File: src/rtl/ehl_timer_pkg.sv
// ---------------------------------------------------------------------------
// ehl_timer_pkg
// Shared encodings for the timer counting engine:
//   - tmr_mode values (periodic, compare-stop, PWM)
//   - cpt_type values (rise, fall, both, off)
//   - small decode helpers used by ehl_timer_core
// ---------------------------------------------------------------------------
package ehl_timer_pkg;

   localparam logic [2:0] TMR_MODE_PERIODIC = 3'b000;
   localparam logic [2:0] TMR_MODE_CMP      = 3'b001;
   localparam logic [2:0] TMR_MODE_PWM      = 3'b010;

   localparam logic [1:0] CPT_RISE = 2'b00;
   localparam logic [1:0] CPT_FALL = 2'b01;
   localparam logic [1:0] CPT_BOTH = 2'b10;
   localparam logic [1:0] CPT_OFF  = 2'b11;

   // Modes in which the counter parks on its terminal value after expiry.
   function automatic logic tmr_hold_mode(input logic [2:0] mode);
      logic hold;
      case (mode)
         TMR_MODE_PERIODIC: hold = 1'b0;
         TMR_MODE_CMP:      hold = 1'b1;
         TMR_MODE_PWM:      hold = 1'b0;
         default:           hold = 1'b0;
      endcase
      return hold;
   endfunction

   // Selects which synchronised pin edge(s) trigger a capture.
   function automatic logic cpt_hit(input logic [1:0] sel,
                                    input logic       rise,
                                    input logic       fall);
      logic hit;
      case (sel)
         CPT_RISE: hit = rise;
         CPT_FALL: hit = fall;
         CPT_BOTH: hit = rise | fall;
         CPT_OFF:  hit = 1'b0;
         default:  hit = 1'b0;
      endcase
      return hit;
   endfunction

endpackage

File: src/rtl/ehl_timer_if.sv
// ---------------------------------------------------------------------------
// ehl_timer_if
// Configuration/status bundle between the timer CSR block (master) and the
// counting engine ehl_timer_core (slave).
//   master drives : ena, pause, dir, oneshot, tmr_mode, tmr_pre, tmr_load,
//                   tmr_dead, cmp_en, cmp{a,b,c}_t{0,1}, pwm_comp, cpt_type,
//                   cpt_in
//   slave drives  : tmr_val, tmr_cpt, stop_tmr, evt_cmp, evt_cpt, pwm_out,
//                   pwm_out_n
// ---------------------------------------------------------------------------
interface ehl_timer_if #(
   parameter int TIMER_WIDTH = 32
);
   logic                   ena;
   logic                   pause;
   logic                   dir;
   logic                   oneshot;
   logic [2:0]             tmr_mode;
   logic [7:0]             tmr_pre;
   logic [TIMER_WIDTH-1:0] tmr_load;
   logic [TIMER_WIDTH-1:0] tmr_dead;
   logic [2:0]             cmp_en;
   logic [TIMER_WIDTH-1:0] cmpa_t0;
   logic [TIMER_WIDTH-1:0] cmpa_t1;
   logic [TIMER_WIDTH-1:0] cmpb_t0;
   logic [TIMER_WIDTH-1:0] cmpb_t1;
   logic [TIMER_WIDTH-1:0] cmpc_t0;
   logic [TIMER_WIDTH-1:0] cmpc_t1;
   logic                   pwm_comp;
   logic [1:0]             cpt_type;
   logic                   cpt_in;
   logic [TIMER_WIDTH-1:0] tmr_val;
   logic [TIMER_WIDTH-1:0] tmr_cpt;
   logic                   stop_tmr;
   logic [2:0]             evt_cmp;
   logic                   evt_cpt;
   logic [2:0]             pwm_out;
   logic [2:0]             pwm_out_n;

   modport master (
      output ena, pause, dir, oneshot, tmr_mode, tmr_pre, tmr_load, tmr_dead,
             cmp_en, cmpa_t0, cmpa_t1, cmpb_t0, cmpb_t1, cmpc_t0, cmpc_t1,
             pwm_comp, cpt_type, cpt_in,
      input  tmr_val, tmr_cpt, stop_tmr, evt_cmp, evt_cpt, pwm_out, pwm_out_n
   );

   modport slave (
      input  ena, pause, dir, oneshot, tmr_mode, tmr_pre, tmr_load, tmr_dead,
             cmp_en, cmpa_t0, cmpa_t1, cmpb_t0, cmpb_t1, cmpc_t0, cmpc_t1,
             pwm_comp, cpt_type, cpt_in,
      output tmr_val, tmr_cpt, stop_tmr, evt_cmp, evt_cpt, pwm_out, pwm_out_n
   );
endinterface

File: src/rtl/ehl_timer_pwm_ch.sv
// ---------------------------------------------------------------------------
// ehl_timer_pwm_ch
// One compare/PWM channel: set/clear compare on the post-update count, raw
// output flop, registered complement and optional dead-time insertion.
// Build option: EHL_TIMER_DEADTIME_EN inserts i_dead clk cycles of both-low
// before every rising edge of o_pwm / o_pwm_n; otherwise i_dead is ignored.
// Ports:
//   clk, reset  clock, synchronous active-high reset
//   i_en        channel enable (cmp_en[k]); 0 forces raw low
//   i_tick      counter advanced this cycle
//   i_cnt_nxt   counter value being written on this tick
//   i_t0/i_t1   set / clear points (clear wins on equality)
//   i_dead      dead-time length in clk cycles
//   i_comp      drive the complementary output
//   o_pwm       channel output
//   o_pwm_n     complementary output
//   o_evt       1-cycle compare-match pulse
// ---------------------------------------------------------------------------
module ehl_timer_pwm_ch #(
   parameter int TIMER_WIDTH = 32
) (
   input  logic                   clk,
   input  logic                   reset,
   input  logic                   i_en,
   input  logic                   i_tick,
   input  logic [TIMER_WIDTH-1:0] i_cnt_nxt,
   input  logic [TIMER_WIDTH-1:0] i_t0,
   input  logic [TIMER_WIDTH-1:0] i_t1,
   input  logic [TIMER_WIDTH-1:0] i_dead,
   input  logic                   i_comp,
   output logic                   o_pwm,
   output logic                   o_pwm_n,
   output logic                   o_evt
);

   logic w_hit0;
   logic w_hit1;
   logic w_raw_nxt;
   logic r_raw;
   logic r_raw_n;
   logic r_evt;

   assign w_hit0 = i_tick & (i_cnt_nxt == i_t0);
   assign w_hit1 = i_tick & (i_cnt_nxt == i_t1);

   always_comb begin
      w_raw_nxt = r_raw;
      if (!i_en)       w_raw_nxt = 1'b0;
      else if (w_hit1) w_raw_nxt = 1'b0;
      else if (w_hit0) w_raw_nxt = 1'b1;
   end

   // The complement is registered from the same next value so both outputs
   // change on the same edge and both read 0 straight out of reset.
   always_ff @(posedge clk) begin
      if (reset) begin
         r_raw   <= 1'b0;
         r_raw_n <= 1'b0;
         r_evt   <= 1'b0;
      end else begin
         r_raw   <= w_raw_nxt;
         r_raw_n <= i_comp & ~w_raw_nxt;
         r_evt   <= i_en & (w_hit0 | w_hit1);
      end
   end

   assign o_evt = r_evt;

`ifdef EHL_TIMER_DEADTIME_EN
   logic                   r_raw_d;
   logic                   r_raw_n_d;
   logic [TIMER_WIDTH-1:0] r_dt;
   logic                   w_edge;
   logic                   w_gap;

   // Any transition of either output (re)starts the gap. The edge cycle is
   // itself the first gap cycle, hence the counter is loaded with i_dead-1.
   assign w_edge = (r_raw != r_raw_d) | (r_raw_n != r_raw_n_d);
   assign w_gap  = (w_edge & (i_dead != '0)) | (r_dt != '0);

   always_ff @(posedge clk) begin
      if (reset) begin
         r_raw_d   <= 1'b0;
         r_raw_n_d <= 1'b0;
         r_dt      <= '0;
      end else begin
         r_raw_d   <= r_raw;
         r_raw_n_d <= r_raw_n;
         if (w_edge)
            r_dt <= (i_dead != '0) ? i_dead - TIMER_WIDTH'(1) : '0;
         else if (r_dt != '0)
            r_dt <= r_dt - TIMER_WIDTH'(1);
      end
   end

   // Masking only ever removes highs, so falling edges stay immediate.
   assign o_pwm   = r_raw   & ~w_gap;
   assign o_pwm_n = r_raw_n & ~w_gap;
`else
   logic w_unused_dead;
   assign w_unused_dead = ^i_dead;

   assign o_pwm   = r_raw;
   assign o_pwm_n = r_raw_n;
`endif

endmodule

File: src/rtl/ehl_timer_core.sv
// ---------------------------------------------------------------------------
// ehl_timer_core
// Counting engine behind the timer CSR block: 8-bit prescaler, up/down
// counter with load/reload and one-shot hold, three compare/PWM channels
// (ehl_timer_pwm_ch) and an edge-capture unit.
// Build option: EHL_TIMER_DEADTIME_EN (inside ehl_timer_pwm_ch) enables
// dead-time insertion on the PWM outputs.
// Parameters:
//   TIMER_WIDTH  counter/compare width (8..32, multiple of 8)
//   PWM_ENA      drive pwm_out / pwm_out_n (else tied 0)
//   CMP_ENA      drive evt_cmp (else tied 0)
//   CPT_ENA      build the capture unit (else tmr_cpt / evt_cpt tied 0)
// Ports:
//   clk    timer clock
//   reset  synchronous, active-high reset
//   bus    ehl_timer_if.slave: configuration in, tmr_val / tmr_cpt /
//          stop_tmr / evt_cmp / evt_cpt / pwm_out / pwm_out_n out
// ---------------------------------------------------------------------------
module ehl_timer_core
   import ehl_timer_pkg::*;
#(
   parameter int TIMER_WIDTH = 32,
   parameter int PWM_ENA     = 0,
   parameter int CMP_ENA     = 0,
   parameter int CPT_ENA     = 0
) (
   input  logic           clk,
   input  logic           reset,
   ehl_timer_if.slave     bus
);

   localparam int TW = TIMER_WIDTH;

   logic          r_ena_d;
   logic [7:0]    r_pre;
   logic [7:0]    w_pre_nxt;
   logic [TW-1:0] r_cnt;
   logic [TW-1:0] w_cnt_nxt;
   logic [TW-1:0] r_term;
   logic [TW-1:0] w_term_nxt;
   logic [TW-1:0] r_val;
   logic          r_stop;
   logic          w_start;
   logic          w_tick;
   logic          w_expire;
   logic          w_hold;

   logic [TW-1:0] w_t0 [3];
   logic [TW-1:0] w_t1 [3];
   logic [2:0]    w_pwm;
   logic [2:0]    w_pwm_n;
   logic [2:0]    w_evt;

   // Start is the first cycle ena is seen high; it loads and never ticks.
   assign w_start = bus.ena & ~r_ena_d;
   assign w_tick  = bus.ena & ~bus.pause & ~w_start & (r_pre == bus.tmr_pre);
   assign w_hold  = bus.oneshot | tmr_hold_mode(bus.tmr_mode);

   // Up counting terminates on r_term, latched at start/reload, so a
   // tmr_load written mid-period does not move the current terminal value.
   assign w_expire = w_tick & (bus.dir ? (r_cnt == r_term) : (r_cnt == '0));

   always_comb begin
      w_pre_nxt = r_pre + 8'd1;
      if (!bus.ena || w_start || w_tick) w_pre_nxt = 8'd0;
      else if (bus.pause)                w_pre_nxt = r_pre;
   end

   always_comb begin
      w_cnt_nxt  = r_cnt;
      w_term_nxt = r_term;
      if (w_start) begin
         w_cnt_nxt  = bus.dir ? '0 : bus.tmr_load;
         w_term_nxt = bus.tmr_load;
      end else if (w_expire) begin
         if (!w_hold) begin
            w_cnt_nxt  = bus.dir ? '0 : bus.tmr_load;
            w_term_nxt = bus.tmr_load;
         end
      end else if (w_tick) begin
         w_cnt_nxt = bus.dir ? r_cnt + TW'(1) : r_cnt - TW'(1);
      end
   end

   always_ff @(posedge clk) begin
      if (reset) begin
         r_ena_d <= 1'b0;
         r_pre   <= 8'd0;
         r_cnt   <= '0;
         r_term  <= '0;
         r_val   <= '0;
         r_stop  <= 1'b0;
      end else begin
         r_ena_d <= bus.ena;
         r_pre   <= w_pre_nxt;
         r_cnt   <= w_cnt_nxt;
         r_term  <= w_term_nxt;
         r_val   <= r_cnt;
         r_stop  <= w_expire;
      end
   end

   assign bus.tmr_val  = r_val;
   assign bus.stop_tmr = r_stop;

   // ---- compare / PWM channels -------------------------------------------
   assign w_t0[0] = bus.cmpa_t0;
   assign w_t1[0] = bus.cmpa_t1;
   assign w_t0[1] = bus.cmpb_t0;
   assign w_t1[1] = bus.cmpb_t1;
   assign w_t0[2] = bus.cmpc_t0;
   assign w_t1[2] = bus.cmpc_t1;

   for (genvar k = 0; k < 3; k++) begin : g_ch
      ehl_timer_pwm_ch #(.TIMER_WIDTH(TW)) u_ch (
         .clk       (clk),
         .reset     (reset),
         .i_en      (bus.cmp_en[k]),
         .i_tick    (w_tick),
         .i_cnt_nxt (w_cnt_nxt),
         .i_t0      (w_t0[k]),
         .i_t1      (w_t1[k]),
         .i_dead    (bus.tmr_dead),
         .i_comp    (bus.pwm_comp),
         .o_pwm     (w_pwm[k]),
         .o_pwm_n   (w_pwm_n[k]),
         .o_evt     (w_evt[k])
      );
   end

   assign bus.pwm_out   = (PWM_ENA != 0) ? w_pwm   : 3'b000;
   assign bus.pwm_out_n = (PWM_ENA != 0) ? w_pwm_n : 3'b000;
   assign bus.evt_cmp   = (CMP_ENA != 0) ? w_evt   : 3'b000;

   // ---- capture unit -----------------------------------------------------
   if (CPT_ENA != 0) begin : g_cpt
      // [0],[1] synchroniser, [2] previous synchronised value for edge detect.
      logic [2:0]    r_sync;
      logic [TW-1:0] r_cpt;
      logic          r_evt_cpt;
      logic          w_rise;
      logic          w_fall;
      logic          w_hit;

      assign w_rise = r_sync[1] & ~r_sync[2];
      assign w_fall = ~r_sync[1] & r_sync[2];
      assign w_hit  = cpt_hit(bus.cpt_type, w_rise, w_fall);

      // Not gated by ena/pause: capture keeps working on a stopped counter.
      always_ff @(posedge clk) begin
         if (reset) begin
            r_sync    <= 3'b000;
            r_cpt     <= '0;
            r_evt_cpt <= 1'b0;
         end else begin
            r_sync    <= {r_sync[1:0], bus.cpt_in};
            r_evt_cpt <= w_hit;
            if (w_hit) r_cpt <= r_cnt;
         end
      end

      assign bus.tmr_cpt = r_cpt;
      assign bus.evt_cpt = r_evt_cpt;
   end else begin : g_no_cpt
      logic w_unused_cpt;
      assign w_unused_cpt = ^{bus.cpt_in, bus.cpt_type};
      assign bus.tmr_cpt  = '0;
      assign bus.evt_cpt  = 1'b0;
   end

endmodule

File: src/flat_wrapper.sv
// flat-port wrapper written by rule: the top's interface ports become plain ports
module ehl_timer_core_flat import ehl_timer_pkg::*;
#(
   parameter int TIMER_WIDTH = 32,
   parameter int PWM_ENA     = 0,
   parameter int CMP_ENA     = 0,
   parameter int CPT_ENA     = 0
)
  (clk, reset, bus_ena, bus_pause, bus_dir, bus_oneshot, bus_tmr_mode, bus_tmr_pre, bus_tmr_load, bus_tmr_dead, bus_cmp_en, bus_cmpa_t0, bus_cmpa_t1, bus_cmpb_t0, bus_cmpb_t1, bus_cmpc_t0, bus_cmpc_t1, bus_pwm_comp, bus_cpt_type, bus_cpt_in, bus_tmr_val, bus_tmr_cpt, bus_stop_tmr, bus_evt_cmp, bus_evt_cpt, bus_pwm_out, bus_pwm_out_n);
  ehl_timer_if #(.TIMER_WIDTH(TIMER_WIDTH)) bus_i ();
  input  logic clk;
  input  logic reset;
  input wire logic [$bits(bus_i.ena)-1:0] bus_ena;
  input wire logic [$bits(bus_i.pause)-1:0] bus_pause;
  input wire logic [$bits(bus_i.dir)-1:0] bus_dir;
  input wire logic [$bits(bus_i.oneshot)-1:0] bus_oneshot;
  input wire logic [$bits(bus_i.tmr_mode)-1:0] bus_tmr_mode;
  input wire logic [$bits(bus_i.tmr_pre)-1:0] bus_tmr_pre;
  input wire logic [$bits(bus_i.tmr_load)-1:0] bus_tmr_load;
  input wire logic [$bits(bus_i.tmr_dead)-1:0] bus_tmr_dead;
  input wire logic [$bits(bus_i.cmp_en)-1:0] bus_cmp_en;
  input wire logic [$bits(bus_i.cmpa_t0)-1:0] bus_cmpa_t0;
  input wire logic [$bits(bus_i.cmpa_t1)-1:0] bus_cmpa_t1;
  input wire logic [$bits(bus_i.cmpb_t0)-1:0] bus_cmpb_t0;
  input wire logic [$bits(bus_i.cmpb_t1)-1:0] bus_cmpb_t1;
  input wire logic [$bits(bus_i.cmpc_t0)-1:0] bus_cmpc_t0;
  input wire logic [$bits(bus_i.cmpc_t1)-1:0] bus_cmpc_t1;
  input wire logic [$bits(bus_i.pwm_comp)-1:0] bus_pwm_comp;
  input wire logic [$bits(bus_i.cpt_type)-1:0] bus_cpt_type;
  input wire logic [$bits(bus_i.cpt_in)-1:0] bus_cpt_in;
  output wire logic [$bits(bus_i.tmr_val)-1:0] bus_tmr_val;
  output wire logic [$bits(bus_i.tmr_cpt)-1:0] bus_tmr_cpt;
  output wire logic [$bits(bus_i.stop_tmr)-1:0] bus_stop_tmr;
  output wire logic [$bits(bus_i.evt_cmp)-1:0] bus_evt_cmp;
  output wire logic [$bits(bus_i.evt_cpt)-1:0] bus_evt_cpt;
  output wire logic [$bits(bus_i.pwm_out)-1:0] bus_pwm_out;
  output wire logic [$bits(bus_i.pwm_out_n)-1:0] bus_pwm_out_n;
  assign bus_i.ena = bus_ena;
  assign bus_i.pause = bus_pause;
  assign bus_i.dir = bus_dir;
  assign bus_i.oneshot = bus_oneshot;
  assign bus_i.tmr_mode = bus_tmr_mode;
  assign bus_i.tmr_pre = bus_tmr_pre;
  assign bus_i.tmr_load = bus_tmr_load;
  assign bus_i.tmr_dead = bus_tmr_dead;
  assign bus_i.cmp_en = bus_cmp_en;
  assign bus_i.cmpa_t0 = bus_cmpa_t0;
  assign bus_i.cmpa_t1 = bus_cmpa_t1;
  assign bus_i.cmpb_t0 = bus_cmpb_t0;
  assign bus_i.cmpb_t1 = bus_cmpb_t1;
  assign bus_i.cmpc_t0 = bus_cmpc_t0;
  assign bus_i.cmpc_t1 = bus_cmpc_t1;
  assign bus_i.pwm_comp = bus_pwm_comp;
  assign bus_i.cpt_type = bus_cpt_type;
  assign bus_i.cpt_in = bus_cpt_in;
  assign bus_tmr_val = bus_i.tmr_val;
  assign bus_tmr_cpt = bus_i.tmr_cpt;
  assign bus_stop_tmr = bus_i.stop_tmr;
  assign bus_evt_cmp = bus_i.evt_cmp;
  assign bus_evt_cpt = bus_i.evt_cpt;
  assign bus_pwm_out = bus_i.pwm_out;
  assign bus_pwm_out_n = bus_i.pwm_out_n;
  ehl_timer_core #(.TIMER_WIDTH(TIMER_WIDTH), .PWM_ENA(PWM_ENA), .CMP_ENA(CMP_ENA), .CPT_ENA(CPT_ENA)) u_core (.clk(clk), .reset(reset), .bus(bus_i));
endmodule
File: config.mk
export PLATFORM = sky130hd
export DESIGN_NAME = ehl_timer_core_flat
export DESIGN_NICKNAME = d
export VERILOG_FILES = /design/src/rtl/ehl_timer_pkg.sv /design/src/rtl/ehl_timer_if.sv /design/src/rtl/ehl_timer_pwm_ch.sv /design/src/rtl/ehl_timer_core.sv /design/src/flat_wrapper.sv
export SDC_FILE = /design/constraint.sdc
export NUM_CORES = 1
export LEC_CHECK = 0
export ABC_AREA = 1
export CAP_MARGIN = 20
export CORE_ASPECT_RATIO = 1.1
export CORE_MARGIN = 1
export CORE_UTILIZATION = 39
export CTS_CLUSTER_SIZE = 25
export DETAILED_ROUTE_END_ITERATION = 7
export PLACE_DENSITY = 0.84
export SLEW_MARGIN = 5
export SYNTH_ARGS = -nofsm -noshare
export SYNTH_HDL_FRONTEND = slang
export SYNTH_SLANG_ARGS = --single-unit
File: constraint.sdc
create_clock -name clk -period 3.5 [get_ports clk]
set_input_delay 0.525 -clock clk [delete_from_list [all_inputs] [get_ports clk]]
set_output_delay 0.525 -clock clk [all_outputs]
set_load 0.005 [all_outputs]
==> impl_results.md <==
- Status: finished clean
- Sw power: about 1.3 mW
- Launch point of the worst path: bus_dir
- Reg-to-reg slack, setup: 1.03 ns
- Cts hold-fix bufs: 0
- Achievable frequency: around 330 MHz
- Die area: 20800 um^2
- Largest family of logic cells by synthesized area: simple AND/OR/NAND/NOR gates
- Cts bufs inserted: 9
- Delay of the slowest critical-path stage: about 0.59 ns
- WS Path Type: in2reg
- Post-cts sizing count: 0
- Clk_lat worst skew: ~0.36 ns
- Root Buffer: clkbuf_16
- Most frequent CP cell: nand2_1
- CP Capture Type: flip-flop
- FF+latch area: 2120 um^2
- Largest net degree at the start of global routing: 65
- Area grow syn2layout: 15.4%
- Clock buffer depth: 2
- Grt met3 use: around 4.2%
- Max_slew headroom: between 40 and 50%
- CORE AREA: ~20000 um^2
- Grt met1 use: 29.2%
- GRT Resource Usage Total: ~23%
- CTS tree: done
- Hold path cells: 2
- Initial core utilization: between 30% and 40%
- H-tree Lvls: 3
- Crit-path cells: clkdlybuf4s50_1, inv_1, buf_12, ha_1, nand2_1, o21bai_1, nand3_1, nand2_1, nand2_1, nand3_1, nand2_1, nand2_1, nand3_1, nand3_1, nand2_1
- GRT overflow: 0
- Post-synthesis adder-cell area fraction: slightly above 5%
- DR iter-0 viols: ~820
- Part of the power in registers: a little under two fifths
- Leakage power: 4.89 nW
- CP Data Required Time: roughly 3.8 ns
- FF+latch count, synth: approximately 110
- Comb power frac: between 30% and 40%
- Synth cell types: 33
- Ys Warns: 0
- M2 GR Usage: 36.2%
- Router iterations before antenna repair: 6
- DRT antenna net count: 0
- CP endpoint: u_core.r_cnt[24]
- FF-to-FF End: u_core.r_cnt[24]
- Synth Area in XOR/XNOR: ~3.8%
- Switching share of power: around a third
- Fillcell total: a little over 2000
- Initial antenna violation count: 1
- Start of the worst register-to-register path: u_core.r_cnt[0]
- Vias in the first global route: 7362
- Final hold slack: 0.487 ns
- Clock Sinks: about 110
- Die width: 138 um
- Max-cap viol count: 0
- Routed wire length: around 23000 um
- Multiplexer area fraction after synthesis: 0%
- Most common cell after layout, fill and taps aside: nand2_1
- Worst-path clk slew: 0.07 ns
- Postcts setup bufs: 0
- Detail-routed net length per standard cell: between 10 and 15 um
- # port buffers: about 80
- Gate Count Post-Synth: 1345
- Startpoint types: input pin
- Setup_tns: 0 ns
- Min cycle time layout: between 3 and 4 ns
- # rows: between 50 and 60
- Measured slew at the worst slew-check pin: about 0.77 ns
- # diodes: 0
- CP Max Fanout: 23
- Critical path's slowest cell: clkdlybuf4s50_1
- Clock skew: 0.00815 ns
- Fin. max-slew vios: 0
- Critical path arrival: 3.27 ns
- # setup viols final: 0
- Vias per inst: approximately 4.9
- RePlAce Congestion: approximately 0.97
- Pwr per Cell Area: ~400 nW/um^2
- I/O pin count: ~360
- Peak supply drop: between 0.0002 and 0.0003 V
- Post-route DRC: 0
- Multi-input logic area: 4530 um^2
- Syn_area_per_cell: 5.86 um^2
- Final hold vios: 0
- Sequential cell area fraction in the yosys report: 26.9%
- Routed vias: 8193
- Cell-internal power: 2.35 mW
- Busiest grt layer: met2
- Post-Synth Simple-Gate Area: approximately 40%
- Most frequent cells in the layout: nand2_1, inv_1, nor2_1
- DPL Wire Length: roughly 17000 um
- RSZ-0062 raised after global routing: false
- Worst Hold Class: reg2reg
- Share of cells above drive strength 1: under 10%
- Die height: 151 um
- First-pass GRT wire length: around 36000 um
- Compound-gate portion of the synthesized area: under 10%
- # nets final: 1720
- Clock network fraction of design power: approximately 31%
- Period Utilization, post-route: between 80 and 90%
- Reg2reg path depth: 12
- Mapped cell area: roughly 7900 um^2
## synthesized netlist by cell type
cell	instances	share of area, %
a21oi_2	6	0.67
o21bai_1	3	0.29
nand4_1	12	0.95
nand3b_1	13	1.2
a21o_1	1	0.095
o211ai_1	1	0.095
nand3_1	108	6.9
a21oi_1	74	4.7
o21ai_0	2	0.13
buf_6	3	0.43
nor2_1	181	8.6
o31ai_1	1	0.095
or2_2	5	0.40
nand2_4	2	0.29
nor4_1	1	0.079
dfxtp_1	106	27
conb_1	1	0.048
and3_1	1	0.079
inv_1	227	11
a21boi_2	1	0.14
ha_1	31	4.9
clkbuf_1	19	0.91
nand2_1	435	21
inv_2	2	0.095
nor3_1	11	0.70
xnor2_1	14	1.6
buf_1	4	0.19
buf_4	48	4.6
nand2_2	1	0.079
o21bai_4	1	0.24
buf_2	9	0.57
xor2_1	20	2.2
fa_1	1	0.25
## cell families after synthesis
group,after synthesis
and+or+nand+nor,770
buffers and inverters,312
adders and majority gates,32
other,1
xor gates and xnor gates,34
AOI/OAI and AO/OA,90
DFF,106
## flip-flops by register name, indices dropped and copies added, names as in the netlist
name / count
u_core.r_term: 32
u_core.r_ena_d: 1
u_core.bus.tmr_val: 32
u_core.bus.stop_tmr: 1
u_core.r_pre: 8
u_core.r_cnt: 32
## metrics by stage
step	std cells	cell area, um^2	util, %	power, mW	setup WS [ns]
after detailed placement	1649	8760	44.3	2.49	0.178
after CTS	1665	9090	45.9	3.59	0.532
after floorplan	1386	8030	-	2.16	0.237
after global routing	1665	9090	45.9	3.82	0.278
after global placement	1649	8760	44.3	2.47	0.254
final	1665	9090	45.9	3.60	0.483
## worst max-delay path, delay by kind of cell
kind            cells  cell delay, ns
compound gates      1            0.39
fa+ha+maj           1            0.37
buf+inv             3            0.90
simple gates       10            1.07
## worst min path at each step
stage | slack (ns) | to | from
6_report | 0.49 | u_core.r_term[0] | u_core.r_term[0]
5_1_grt | 0.53 | u_core.r_term[0] | u_core.r_term[0]
4_1_cts | 0.49 | u_core.r_term[0] | u_core.r_term[0]
3_5_place_dp | 0.47 | u_core.r_term[0] | u_core.r_term[0]
3_3_place_gp | 0.46 | u_core.r_term[0] | u_core.r_term[0]
2_1_floorplan | 0.45 | u_core.r_term[0] | u_core.r_term[0]
## per-layer routing
metal | vias up | wire [um]
met5 | - | 0
met4 | 0 | 876
met3 | 53 | 1800
met2 | 358 | 10100
met1 | 3660 | 9930
li1 | 4122 | -
## area by class of cell
type | count | share of cell area [%]
clock buffer | 10 | 2.52
clock inverter | 6 | 1.05
inverter | 229 | 9.46
multi-input combinational | 968 | 49.8
sequential | 106 | 23.3
tap | 252 | 3.47
timing repair buffer | 94 | 10.4
## power by group through the flow
stage / combinational (mW) / clock, mW / sequential (mW)
4_1_cts: 1.10 / 1.12 / 1.37
5_1_grt: 1.26 / 1.19 / 1.37
3_5_place_dp: 1.09 / 0 / 1.39
3_3_place_gp: 1.08 / 0 / 1.39
6_report: 1.12 / 1.12 / 1.37
2_1_floorplan: 0.794 / 0 / 1.37
(Power assumes the default switching activity.)
